## src/rtl/alu_seq_n.sv

```systemverilog
// alu_seq_n: sequential ALU for the execute stage, between the operand
// register file and the write-back mux. Most opcodes finish in one cycle;
// MUL runs an iterative shift-add multiply over WIDTH cycles. Result and
// flags are registered and hold until the next completed operation.
//
// State table:
//   state  | meaning
//   S_IDLE | ready; start accepted; single-cycle ops complete here
//   S_MUL  | shift-add multiply in progress; start ignored
//
// Ports:
//   clk        rising-edge clock
//   reset_n    asynchronous active-low reset
//   start      request, accepted when busy=0
//   op[3:0]    operation code, latched at accept
//   a, b       operands, latched at accept; b[SW-1:0] is the shift amount
//   result     registered result
//   c,n,z,v    registered carry/negative/zero/overflow flags
//   busy       high while a multiply is in progress
//   done       one-cycle pulse; result and flags valid from this cycle
module alu_seq_n #(
    parameter int WIDTH = 8,
    parameter int SW    = $clog2(WIDTH)
) (
    input  logic             clk,
    input  logic             reset_n,
    input  logic             start,
    input  logic [3:0]       op,
    input  logic [WIDTH-1:0] a,
    input  logic [WIDTH-1:0] b,
    output logic [WIDTH-1:0] result,
    output logic             c,
    output logic             n,
    output logic             z,
    output logic             v,
    output logic             busy,
    output logic             done
);

    localparam logic [3:0] OP_NOTA = 4'h0;
    localparam logic [3:0] OP_NOTB = 4'h1;
    localparam logic [3:0] OP_AND  = 4'h2;
    localparam logic [3:0] OP_OR   = 4'h3;
    localparam logic [3:0] OP_XOR  = 4'h4;
    localparam logic [3:0] OP_XNOR = 4'h5;
    localparam logic [3:0] OP_ADD  = 4'h6;
    localparam logic [3:0] OP_SUB  = 4'h7;
    localparam logic [3:0] OP_ADC  = 4'h8;
    localparam logic [3:0] OP_SBC  = 4'h9;
    localparam logic [3:0] OP_LSL  = 4'hA;
    localparam logic [3:0] OP_LSR  = 4'hB;
    localparam logic [3:0] OP_ASR  = 4'hC;
    localparam logic [3:0] OP_MUL  = 4'hD;

    localparam logic [SW:0] CNT_INIT = (SW+1)'(WIDTH);
    localparam logic [SW:0] CNT_ONE  = (SW+1)'(1);

    typedef enum logic {S_IDLE, S_MUL} state_t;

    state_t             state_q, state_d;
    logic [WIDTH-1:0]   result_q, result_d;
    logic               c_q, c_d, n_q, n_d, z_q, z_d, v_q, v_d;
    logic               done_q, done_d;
    logic [2*WIDTH-1:0] acc_q, acc_d;
    logic [2*WIDTH-1:0] mcand_q, mcand_d;
    logic [WIDTH-1:0]   mplier_q, mplier_d;
    logic [SW:0]        cnt_q, cnt_d;

    // Single-cycle datapath, evaluated on the live inputs at the accept edge.
    logic [SW-1:0]      sh;
    logic [WIDTH-1:0]   add_b;
    logic               add_cin;
    logic [WIDTH:0]     add_full;
    logic               msb_cin;
    logic [WIDTH:0]     lsl_full;
    logic [WIDTH:0]     lsr_full;
    logic [WIDTH:0]     asr_full;
    logic [2*WIDTH-1:0] acc_step;

    logic [WIDTH-1:0]   alu_res;
    logic               alu_c, alu_n, alu_z, alu_v;

    assign sh       = b[SW-1:0];
    assign add_b    = (op == OP_SUB || op == OP_SBC) ? ~b : b;
    assign add_cin  = (op == OP_ADD) ? 1'b0 : (op == OP_SUB) ? 1'b1 : c_q;
    assign add_full = {1'b0, a} + {1'b0, add_b} + {{WIDTH{1'b0}}, add_cin};
    // Carry into the MSB recovered from the sum bit: s = a ^ b ^ cin.
    assign msb_cin  = add_full[WIDTH-1] ^ a[WIDTH-1] ^ add_b[WIDTH-1];

    // The extra bit beside the operand catches the last bit shifted out;
    // with a zero shift it stays 0, which gives c=0 for free.
    assign lsl_full = {1'b0, a} << sh;
    assign lsr_full = {a, 1'b0} >> sh;
    assign asr_full = $signed({a, 1'b0}) >>> sh;

    assign acc_step = acc_q + (mplier_q[0] ? mcand_q : '0);

    always_comb begin
        alu_res = '0;
        alu_c   = 1'b0;
        alu_v   = 1'b0;
        alu_z   = 1'b0;
        unique case (op)
            OP_NOTA: alu_res = ~a;
            OP_NOTB: alu_res = ~b;
            OP_AND:  alu_res = a & b;
            OP_OR:   alu_res = a | b;
            OP_XOR:  alu_res = a ^ b;
            OP_XNOR: alu_res = ~(a ^ b);
            OP_ADD, OP_SUB, OP_ADC, OP_SBC: begin
                alu_res = add_full[WIDTH-1:0];
                alu_c   = add_full[WIDTH];
                alu_v   = msb_cin ^ add_full[WIDTH];
            end
            OP_LSL: {alu_c, alu_res} = lsl_full;
            OP_LSR: {alu_res, alu_c} = lsr_full;
            OP_ASR: {alu_res, alu_c} = asr_full;
            default: alu_res = '0;
        endcase
        alu_n = alu_res[WIDTH-1];
        // Reserved opcodes report every flag clear, including z.
        if (op != 4'hE && op != 4'hF) begin
            alu_z = (alu_res == '0);
        end
    end

    always_comb begin
        state_d  = state_q;
        result_d = result_q;
        c_d      = c_q;
        n_d      = n_q;
        z_d      = z_q;
        v_d      = v_q;
        done_d   = 1'b0;
        acc_d    = acc_q;
        mcand_d  = mcand_q;
        mplier_d = mplier_q;
        cnt_d    = cnt_q;
        unique case (state_q)
            S_IDLE: begin
                if (start) begin
                    if (op == OP_MUL) begin
                        mcand_d  = {{WIDTH{1'b0}}, a};
                        mplier_d = b;
                        acc_d    = '0;
                        cnt_d    = CNT_INIT;
                        state_d  = S_MUL;
                    end else begin
                        result_d = alu_res;
                        c_d      = alu_c;
                        n_d      = alu_n;
                        z_d      = alu_z;
                        v_d      = alu_v;
                        done_d   = 1'b1;
                    end
                end
            end
            S_MUL: begin
                acc_d    = acc_step;
                mcand_d  = mcand_q << 1;
                mplier_d = mplier_q >> 1;
                cnt_d    = cnt_q - CNT_ONE;
                if (cnt_q == CNT_ONE) begin
                    result_d = acc_step[WIDTH-1:0];
                    n_d      = acc_step[WIDTH-1];
                    z_d      = (acc_step[WIDTH-1:0] == '0);
                    c_d      = |acc_step[2*WIDTH-1:WIDTH];
                    v_d      = |acc_step[2*WIDTH-1:WIDTH];
                    done_d   = 1'b1;
                    state_d  = S_IDLE;
                end
            end
            default: state_d = S_IDLE;
        endcase
    end

    always_ff @(posedge clk or negedge reset_n) begin
        if (!reset_n) begin
            state_q  <= S_IDLE;
            result_q <= '0;
            c_q      <= 1'b0;
            n_q      <= 1'b0;
            z_q      <= 1'b0;
            v_q      <= 1'b0;
            done_q   <= 1'b0;
            acc_q    <= '0;
            mcand_q  <= '0;
            mplier_q <= '0;
            cnt_q    <= '0;
        end else begin
            state_q  <= state_d;
            result_q <= result_d;
            c_q      <= c_d;
            n_q      <= n_d;
            z_q      <= z_d;
            v_q      <= v_d;
            done_q   <= done_d;
            acc_q    <= acc_d;
            mcand_q  <= mcand_d;
            mplier_q <= mplier_d;
            cnt_q    <= cnt_d;
        end
    end

    assign result = result_q;
    assign c      = c_q;
    assign n      = n_q;
    assign z      = z_q;
    assign v      = v_q;
    assign done   = done_q;
    assign busy   = (state_q == S_MUL);

endmodule

```

## config.mk

```make
export PLATFORM = sky130hd
export DESIGN_NAME = alu_seq_n
export DESIGN_NICKNAME = d
export VERILOG_FILES = /design/src/rtl/alu_seq_n.sv
export SDC_FILE = /design/constraint.sdc
export NUM_CORES = 1
export LEC_CHECK = 0
export BUFFER_PORTS_ARGS = -buffer_cell sky130_fd_sc_hd__buf_4
export CAP_MARGIN = 40
export CORE_MARGIN = 4
export CORE_UTILIZATION = 60
export CTS_CLUSTER_DIAMETER = 120
export DETAILED_ROUTE_END_ITERATION = 8
export GPL_TIMING_DRIVEN = 1
export PLACE_DENSITY_LB_ADDON = 0.25
export SYNTH_ARGS = -nofsm -noshare
export SYNTH_HDL_FRONTEND = slang
export SYNTH_SLANG_ARGS = --single-unit
export TNS_END_PERCENT = 5
```

## constraint.sdc

```tcl
create_clock -name clk -period 3.1 [get_ports clk]
set_input_delay 0.62 -clock clk [delete_from_list [all_inputs] [get_ports clk]]
set_output_delay 0.62 -clock clk [all_outputs]
set_load 0.1 [all_outputs]
```

Yosys cells after proc, flatten, opt, wreduce, memory -nomap -nowiden. Cells that the tools add are included.

Register bits: 58. Input port bits: 23. Output and inout bits: 14. Word-level logic and storage cells: 104.

$add $sub $neg: 4. Equality and inequality tests: 20. Shift operators: 3. Muxes and demuxes: 47. Bitwise operators: 10. Reductions and logical operators: 9.

Operator list (count): two-way mux 16 bit (5); one-hot mux 8 bit (10 select lines) (1); one-hot mux 16 bit (2 select lines) (2); two-way mux 8 bit (6); one-hot mux 8 bit (2 select lines) (2); == test 4 bit, second input constant (6); NOT 8 bit (3); two-way mux 1 bit (21); adder 16 bit (1); == test 4 x 3 -> 1 bit, second input constant (4); zero test 8 bit (2); one-hot mux 1 bit (2 select lines) (6); adder 8 x 8 -> 9 bit (1); adder 9 x 1 -> 9 bit (1); left shift 8 x 3 -> 9 bit (1); >> shifter 9 x 3 -> 9 bit (1); >>> shifter 9 x 3 -> 9 bit (1); AND 8 bit (1); == test 4 x 1 -> 1 bit, second input constant (2); == test 4 x 2 -> 1 bit, second input constant (2); two-way mux 4 bit (2); inequality test 4 bit, second input constant (2); bitwise OR 8 bit (1); one-hot mux 4 bit (2 select lines) (1); 14 further kinds (18).

Longest topological paths before layout. Gate-level depths: netlist of run 1.

Depth after elaboration: 12. Gate-level depth with buffers: 15. Gate-level depth less buffers: 13.

Worst setup path before layout of run 1. OpenSTA, ideal clock, no wires.

Kind: input to register. From: in op[1]. To: reg z_q, in the netlist z. Setup time: 0.067 ns. Arrival: 3.720 ns. Required time: 3.033 ns. Setup slack: -0.687 ns. Stages on the path: 15. Path buffers: 2. Cells stage by stage: buf_2 -> nor2b_1 -> a21o_1 -> buf_2 -> nand2_4 -> xnor2_1 -> fa_1 -> fa_1 -> a21oi_1 -> a2bb2oi_1 -> nor2b_1 -> xnor2_1 -> a211o_1 -> nor4_2 -> a41o_1.

Cells in the longest elaborated chain, start to end: 11. Elaborated cells on any way between the ends: 32. Classes of those cells: add/sub (2); eq/ne (16); mux (8); reduce/logical (6).

RTL lines: start, declared (line 28) `input logic [3:0] op,`; == test 4 x 3 -> 1 bit or == test 4 bit (tied branches) (line 84, 85, 103); logical OR 1 bit (line 84) `assign add_b = (op == OP_SUB || op == OP_SBC) ? ~b : b;`; two-way mux 8 bit (line 84); adder 8 x 8 -> 9 bit (line 86) `assign add_full = {1'b0, a} + {1'b0, add_b} + {{WIDTH{1'b0}}, add_cin};`; adder 9 x 1 -> 9 bit (line 86); one-hot mux 8 bit (10 select lines) (line 103) `unique case (op)`; zero test 8 bit (line 123) `alu_z = (alu_res == '0);`; two-way mux 1 bit (line 122) `if (op != 4'hE && op != 4'hF) begin`; two-way mux 1 bit (line 142) `if (op == OP_MUL) begin`; two-way mux 1 bit (line 141) `if (start) begin`; one-hot mux 1 bit (2 select lines) (line 139) `unique case (state_q)`; end signal, assigned (line 195) `z_q <= z_d;`; end, declared (line 62) `logic c_q, c_d, n_q, n_d, z_q, z_d, v_q, v_d;`.

Parallel ways exist; a longest one is shown, timed or not. The select of a mux whose other input is x is not followed. A chain may end at the register's enable or synchronous reset.

Worst setup path after layout of run 1. Ends and elaborated chain as after synthesis.

==> flow_summary.json, run 1 <==
{
  "drv_cap": 0,
  "fin_ws_ns": -0.203,
  "stdcell_count": 841,
  "die_area_um2": 10800,
  "grt_pass1_vias": 5172,
  "via_per_inst": 6.45,
  "cts_max_level": 3,
  "dp_hpwl_um": 11800,
  "ys.flop_type": "dfrtp_1",
  "critPathMaxStageDelay_ns": 0.39,
  "seq_area_frac_synth_pct": 25.8,
  "crit_buf_inv": 2,
  "place_congestion": 1.01,
  "dp.cells": 823,
  "synthToLayoutAreaGrowth_pct": 15.5,
  "drive_above_1_share_pct": 19.8,
  "top_level_ports": 37,
  "clock-sinks": 57,
  "tritoncts": "built",
  "path_cells": "buf_8, nor3b_4, a21o_1, nand2_8, xnor2_4, fa_2, fa_2, buf_6, a21oi_4, a2bb2oi_2, nor2b_4, xnor2_1, a211o_1, nor4_2, a41o_1",
  "worstSetupStartpointType": "input pin",
  "setup_viol": 4,
  "antenna_cells": 0,
  "cts-buffers-inserted": 9,
  "post-place-ws_ns": -0.847,
  "min_period_ns": 3.30,
  "synth-edff-count": 0,
  "irDropWorstVdd_mv": 0.613,
  "crit_path_end_kind": "register",
  "wirelength_um": 15600,
  "num_rows": 34,
  "drt-initial-drc-count": 535,
  "drt-pass1-iter-count": 5,
  "multiInputGateArea_um2": 3910,
  "synthesis.area_um2": 5540,
  "clk_latency_ns": 0.33,
  "total_leakage_power_nw": 2.92,
  "drc": 0,
  "cpMostUsedCell": "fa_2",
  "rsz0062_at_grt": "yes",
  "clock-skew-final_ns": 0.0137,
  "grt_pass1_wl_um": 25900,
  "antenna_found_initial": 0,
  "seq_area_um2": 1430,
  "cp_data_arrival_time_ns": 3.57,
  "core_um2": 8850,
  "cp_top_family": "compound AO/OA/AOI/OAI gates",
  "grt_max_degree": 63,
  "drv_slew": 0,
  "synth_cells": 678,
  "die_width_um": 104,
  "synth_area_leader_cell": "dfrtp_1",
  "nets": 796,
  "fillers": 688,
  "grt_overflow_total": 0,
  "violations": "setup timing",
  "routedWlPerCell_um": 18.6,
  "post_synth_num_cell_types": 79,
  "clock-root-buffer": "clkbuf_8",
  "fin_crit_sh_pct": 107,
  "cp_max_fo": 3,
  "synth_area_per_cell_um2": 8.17,
  "tightest_slew_ns": 0.775,
  "synth-seq-cells": 57,
  "io_buffers": 36,
  "powerDensity_nw_per_um2": 722,
  "vias": 5424,
  "path_clk_slew_ns": 0.07,
  "worstPathRequired_ns": 3.37,
  "synth_nets": 745,
  "worstSetupPathType": "input pin to register",
  "min_path_type": "input pin to async pin",
  "critPathSlowestCell": "fa_2",
  "synth_area_leaders": "dfrtp_1 (26%), ha_1 (9.3%), nand2_1 (6.2%), a21oi_1 (4.6%), o21ai_0 (4.2%)",
  "hold_viol": 0,
  "ant_nets": 0,
  "ys.warnings.count": 0,
  "status": "finished, violations left",
  "start_util_pct": 62.6,
  "max_freq_mhz": 303,
  "grt_usage_pct": 29.1,
  "cts_buffer_depth": 2,
  "yosysTopAreaCellShare_pct": 25.8,
  "max-slew-margin-rel_pct": 47.0,
  "die_h_um": 104,
  "synth-async-reset-ratio_pct": 100
}
kinds of logic (layout without fill, tap and decap cells):
logic type	count (synthesis)	in the layout	synth area share (%)
XOR/XNOR	28	28	4.68
buffers and inverters	73	128	6.35
multiplexers	29	29	7.14
flip-flops	57	57	25.8
AND/OR/NAND/NOR	248	248	22.2
adder cells (fa/ha/maj)	44	44	10.3
AO/OA/AOI/OAI	199	199	23.6
through the flow:
step | hold slack, ns | instance area [um2] | total power [W] | util, % | TNS (ns)
floorplan | 0.324 | 5610 | 0.00321 | - | -1.11
global placement | 0.464 | 6100 | 0.00380 | 68.9 | -2.95
detailed placement | 0.471 | 6100 | 0.00389 | 68.9 | -4.27
CTS | 0.351 | 6340 | 0.00459 | 71.7 | -0.377
global route | 0.394 | 6400 | 0.00493 | 72.3 | -1.02
finish | 0.330 | 6400 | 0.00462 | 72.3 | -0.411
state kept, by name (all words and copies together) (netlist names):
register,cells
busy,1
cnt_q,4
acc_q,16
v,1
mplier_q,8
done,1
z,1
result,8
c,1
mcand_q,16
final cells by class:
| cell class | instances | area share (%) |
|---|---|---|
| multi-input combinational | 548 | 61.0 |
| sequential | 57 | 22.3 |
| timing repair buffer | 83 | 10.0 |
| clock inverter | 4 | 0.704 |
| inverter | 30 | 1.76 |
| clock buffer | 11 | 2.05 |
| tap | 108 | 2.11 |
cell usage after synthesis (11+ instances only):
cell	instances
mux2i_1	17
ha_1	41
xnor2_1	19
a21oi_1	51
nand3_1	21
nor3_1	14
a211oi_1	13
o21ai_0	46
and2_1	17
buf_2	11
inv_1	29
clkbuf_1	21
dfrtp_1	57
nand2_1	91
nor2_1	53
cell usage in the layout (no fill, tap or decap), types with 8 or more instances in the layout:
cell / netlist / layout
a21oi_1: 51 / 49
nand3_1: 21 / 21
clkbuf_8: 0 / 9
dfrtp_1: 57 / 56
o21ai_1: 7 / 10
and2_1: 17 / 17
mux4_2: 8 / 8
nor3_1: 14 / 14
nor2_1: 53 / 53
a211oi_1: 13 / 11
inv_1: 29 / 29
ha_1: 41 / 41
xor2_1: 8 / 8
a21o_1: 9 / 9
mux2i_1: 17 / 17
xnor2_1: 19 / 16
o21ai_0: 46 / 43
buf_4: 2 / 79
nand2_1: 91 / 91
o22ai_1: 8 / 8
worst paths after layout:
kind                       slack [ns]        end      start  cells past startpoint
min in group clk                 0.48  result[0]  result[0]                      1
min                              0.33   cnt_q[0]    reset_n                      1
max in group asynchronous        2.26       busy    reset_n                      1
min reg2reg                      0.48  result[0]  result[0]                      1
max reg2reg                      0.04          z          c                     11
max                             -0.20          z      op[1]                     15
worst reg2reg max path, delay by kind of cell (launching register included):
| kind | cells | cell delay, ns |
|---|---|---|
| compound gates | 4 | 0.84 |
| fa+ha+maj | 2 | 0.81 |
| flops | 1 | 0.43 |
| simple gates | 2 | 0.41 |
| mux | 1 | 0.31 |
| buf+inv | 1 | 0.14 |
| xor+xnor | 1 | 0.08 |
layer usage:
layer	track usage, %	routed length (um)	share of wire, %
met1	38.6	6490	42
met3	6.08	1300	8.3
met5	0	0	0
met2	45.9	7170	46
met4	12.6	650	4.2
power breakdown:
group | total [W] | internal, W | switching (W)
logic | 0.00270 | 0.000930 | 0.00177
registers | 0.00126 | 0.00103 | 0.000228
clock network | 0.000663 | 0.000363 | 0.000300
what timing repair did:
action,4_1_cts,5_1_grt
pin swaps,14,3
buffers inserted,3,0
gates resized for setup,11,11
hold buffers,0,0
endpoints found under the setup margin,5,8
cloned,0,0
Power figures use the tool's default switching activity.
==> inputs of run 2 (changes only) <==
Settings changed: RECOVER_POWER from default to 50, SETUP_SLACK_MARGIN from default to 0.2.
==> flow_summary.json, run 2 (synthesis results as in run 1) <==
{
  "total_leakage_power_nw": 2.91,
  "grt_usage_pct": 29.4,
  "grt_pass1_vias": 5226,
  "rsz0062_at_grt": "yes",
  "die_h_um": 104,
  "worstRegToRegCells": 11,
  "min_path_type": "register to register",
  "design_area_um2": 6430,
  "die_width_um": 104,
  "postPlaceCellArea_um2": 6100,
  "num_rows": 34,
  "start_util_pct": 62.6,
  "worstPathRequired_ns": 3.37,
  "status": "finished, violations left",
  "endpoint": "z",
  "stdcell_count": 841,
  "max_freq_mhz": 302,
  "min_period_ns": 3.31,
  "drc": 0,
  "worstReg2RegEnd": "z",
  "drt-pass1-iter-count": 5,
  "worstSetupStartpointType": "input pin",
  "drv_slew": 0,
  "crit_path_end_kind": "register",
  "cts_max_level": 3,
  "violations": "setup timing",
  "cts_buffer_depth": 2,
  "io_buffers": 36,
  "place_congestion": 1.01,
  "clock-skew-final_ns": 0.0133,
  "antenna_found_initial": 0,
  "postLayoutCoreUtil_pct": 72.7,
  "via_per_inst": 6.42,
  "largestRegisters": "acc_q x16, mcand_q x16",
  "path_clk_slew_ns": 0.07,
  "drive_above_1_share_pct": 20.5,
  "cp_data_arrival_time_ns": 3.59,
  "tightest_slew_ns": 1.40,
  "routedWlPerCell_um": 18.9,
  "top_level_ports": 37,
  "cp_max_fo": 3,
  "fin_crit_sh_pct": 107,
  "grt_pass1_wl_um": 26200,
  "ant_nets": 0,
  "clock-root-buffer": "clkbuf_8",
  "wirelength_um": 15900,
  "fillers": 682,
  "drv_cap": 0,
  "seq_area_um2": 1430,
  "final_cell_mix": "nand2_1 (90), buf_4 (74), dfrtp_1 (56)",
  "worstSetupPathType": "input pin to register",
  "max-slew-margin-rel_pct": 6.90,
  "setup_tns_ns": -0.411,
  "dp.cells": 823,
  "startpoint": "op[1]",
  "grt_max_degree": 63,
  "drt-initial-drc-count": 558,
  "fin_ws_ns": -0.211,
  "nets": 796,
  "post-place-ws_ns": -0.847,
  "vias": 5396,
  "setup_viol": 3,
  "hold_viol": 0,
  "core_um2": 8850,
  "synthToLayoutAreaGrowth_pct": 16.1,
  "die_area_um2": 10800,
  "clock-sinks": 57,
  "grt_overflow_total": 0,
  "mostFrequentLayoutCell": "nand2_1",
  "clk_latency_ns": 0.34,
  "powerDensity_nw_per_um2": 723,
  "irDropWorstVdd_mv": 0.590,
  "antenna_cells": 0,
  "dp_hpwl_um": 11800,
  "multiInputGateArea_um2": 3950,
  "cts-buffers-inserted": 9,
  "tritoncts": "built",
  "r2r_start": "c",
  "r2r_setup_slack_ns": 0.02
}
-- run 2: cell types whose count changed in the layout (fill, tap and decap cells not counted), moves of 2 or more --
cell,before,now
a21oi_2,1,3
buf_4,79,74
ha_1,41,38
a21oi_1,49,47
ha_2,0,2
clkbuf_1,2,6
-- run 2: layout make-up --
cell class,count,area share (%)
tap,108,2.10
clock inverter,4,0.701
sequential,57,22.2
multi-input combinational,548,61.5
timing repair buffer,83,9.71
inverter,30,1.75
clock buffer,11,2.04
-- run 2: through the flow --
| step | hold slack, ns | total power, W |
|---|---|---|
| after floorplan | 0.324 | 0.00321 |
| after detailed placement | 0.471 | 0.00389 |
| final | 0.480 | 0.00465 |
| after global placement | 0.464 | 0.00380 |
| after global routing | 0.506 | 0.00496 |
| after CTS | 0.351 | 0.00462 |
-- run 2: metal layers --
layer  GRT usage (%)  wire [um]  vias up
li1                -          -     2554
met1            38.9       6840     2556
met2            46.9       7380      237
met3            5.65       1110       49
met4            12.6        591        0
met5               0          0        -
-- run 2: what timing repair did --
action | in CTS | in global routing
endpoints found under the setup margin | 8 | 9
hold buffers | 0 | 0
gates resized for setup | 23 | 11
setup buffers | 3 | 0
pin swaps | 21 | 9
-- run 2: worst min path at each step --
| stage | to | startpoint | slack, ns | cells past startpoint |
|---|---|---|---|---|
| final | result[0] | result[0] | 0.48 | 1 |
| after global placement | mplier_q[4] | mplier_q[5] | 0.46 | 2 |
| after CTS | acc_q[9] | reset_n | 0.35 | 1 |
| after floorplan | acc_q[0] | reset_n | 0.32 | 0 |
| after detailed placement | result[0] | result[0] | 0.47 | 1 |
| after global routing | result[0] | result[0] | 0.51 | 1 |
-- run 2: where the power goes --
| group | internal, W | total [W] | switching (W) |
|---|---|---|---|
| Combinational | 0.000926 | 0.00273 | 0.00180 |
| Clock | 0.000363 | 0.000665 | 0.000302 |
| Sequential | 0.00103 | 0.00126 | 0.000231 |
-- run 2: worst max-delay path: stages --
cell       delay [ns]
buf_8            0.10
nor3b_4          0.20
a21o_1           0.22
nand2_8          0.08
xnor2_4          0.13
fa_2             0.36
fa_2             0.39
buf_6            0.14
a21oi_4          0.16
a2bb2oi_2        0.18
nor2b_4          0.18
xnor2_1          0.08
a211o_1          0.32
nor4_2           0.23
a41o_1           0.19
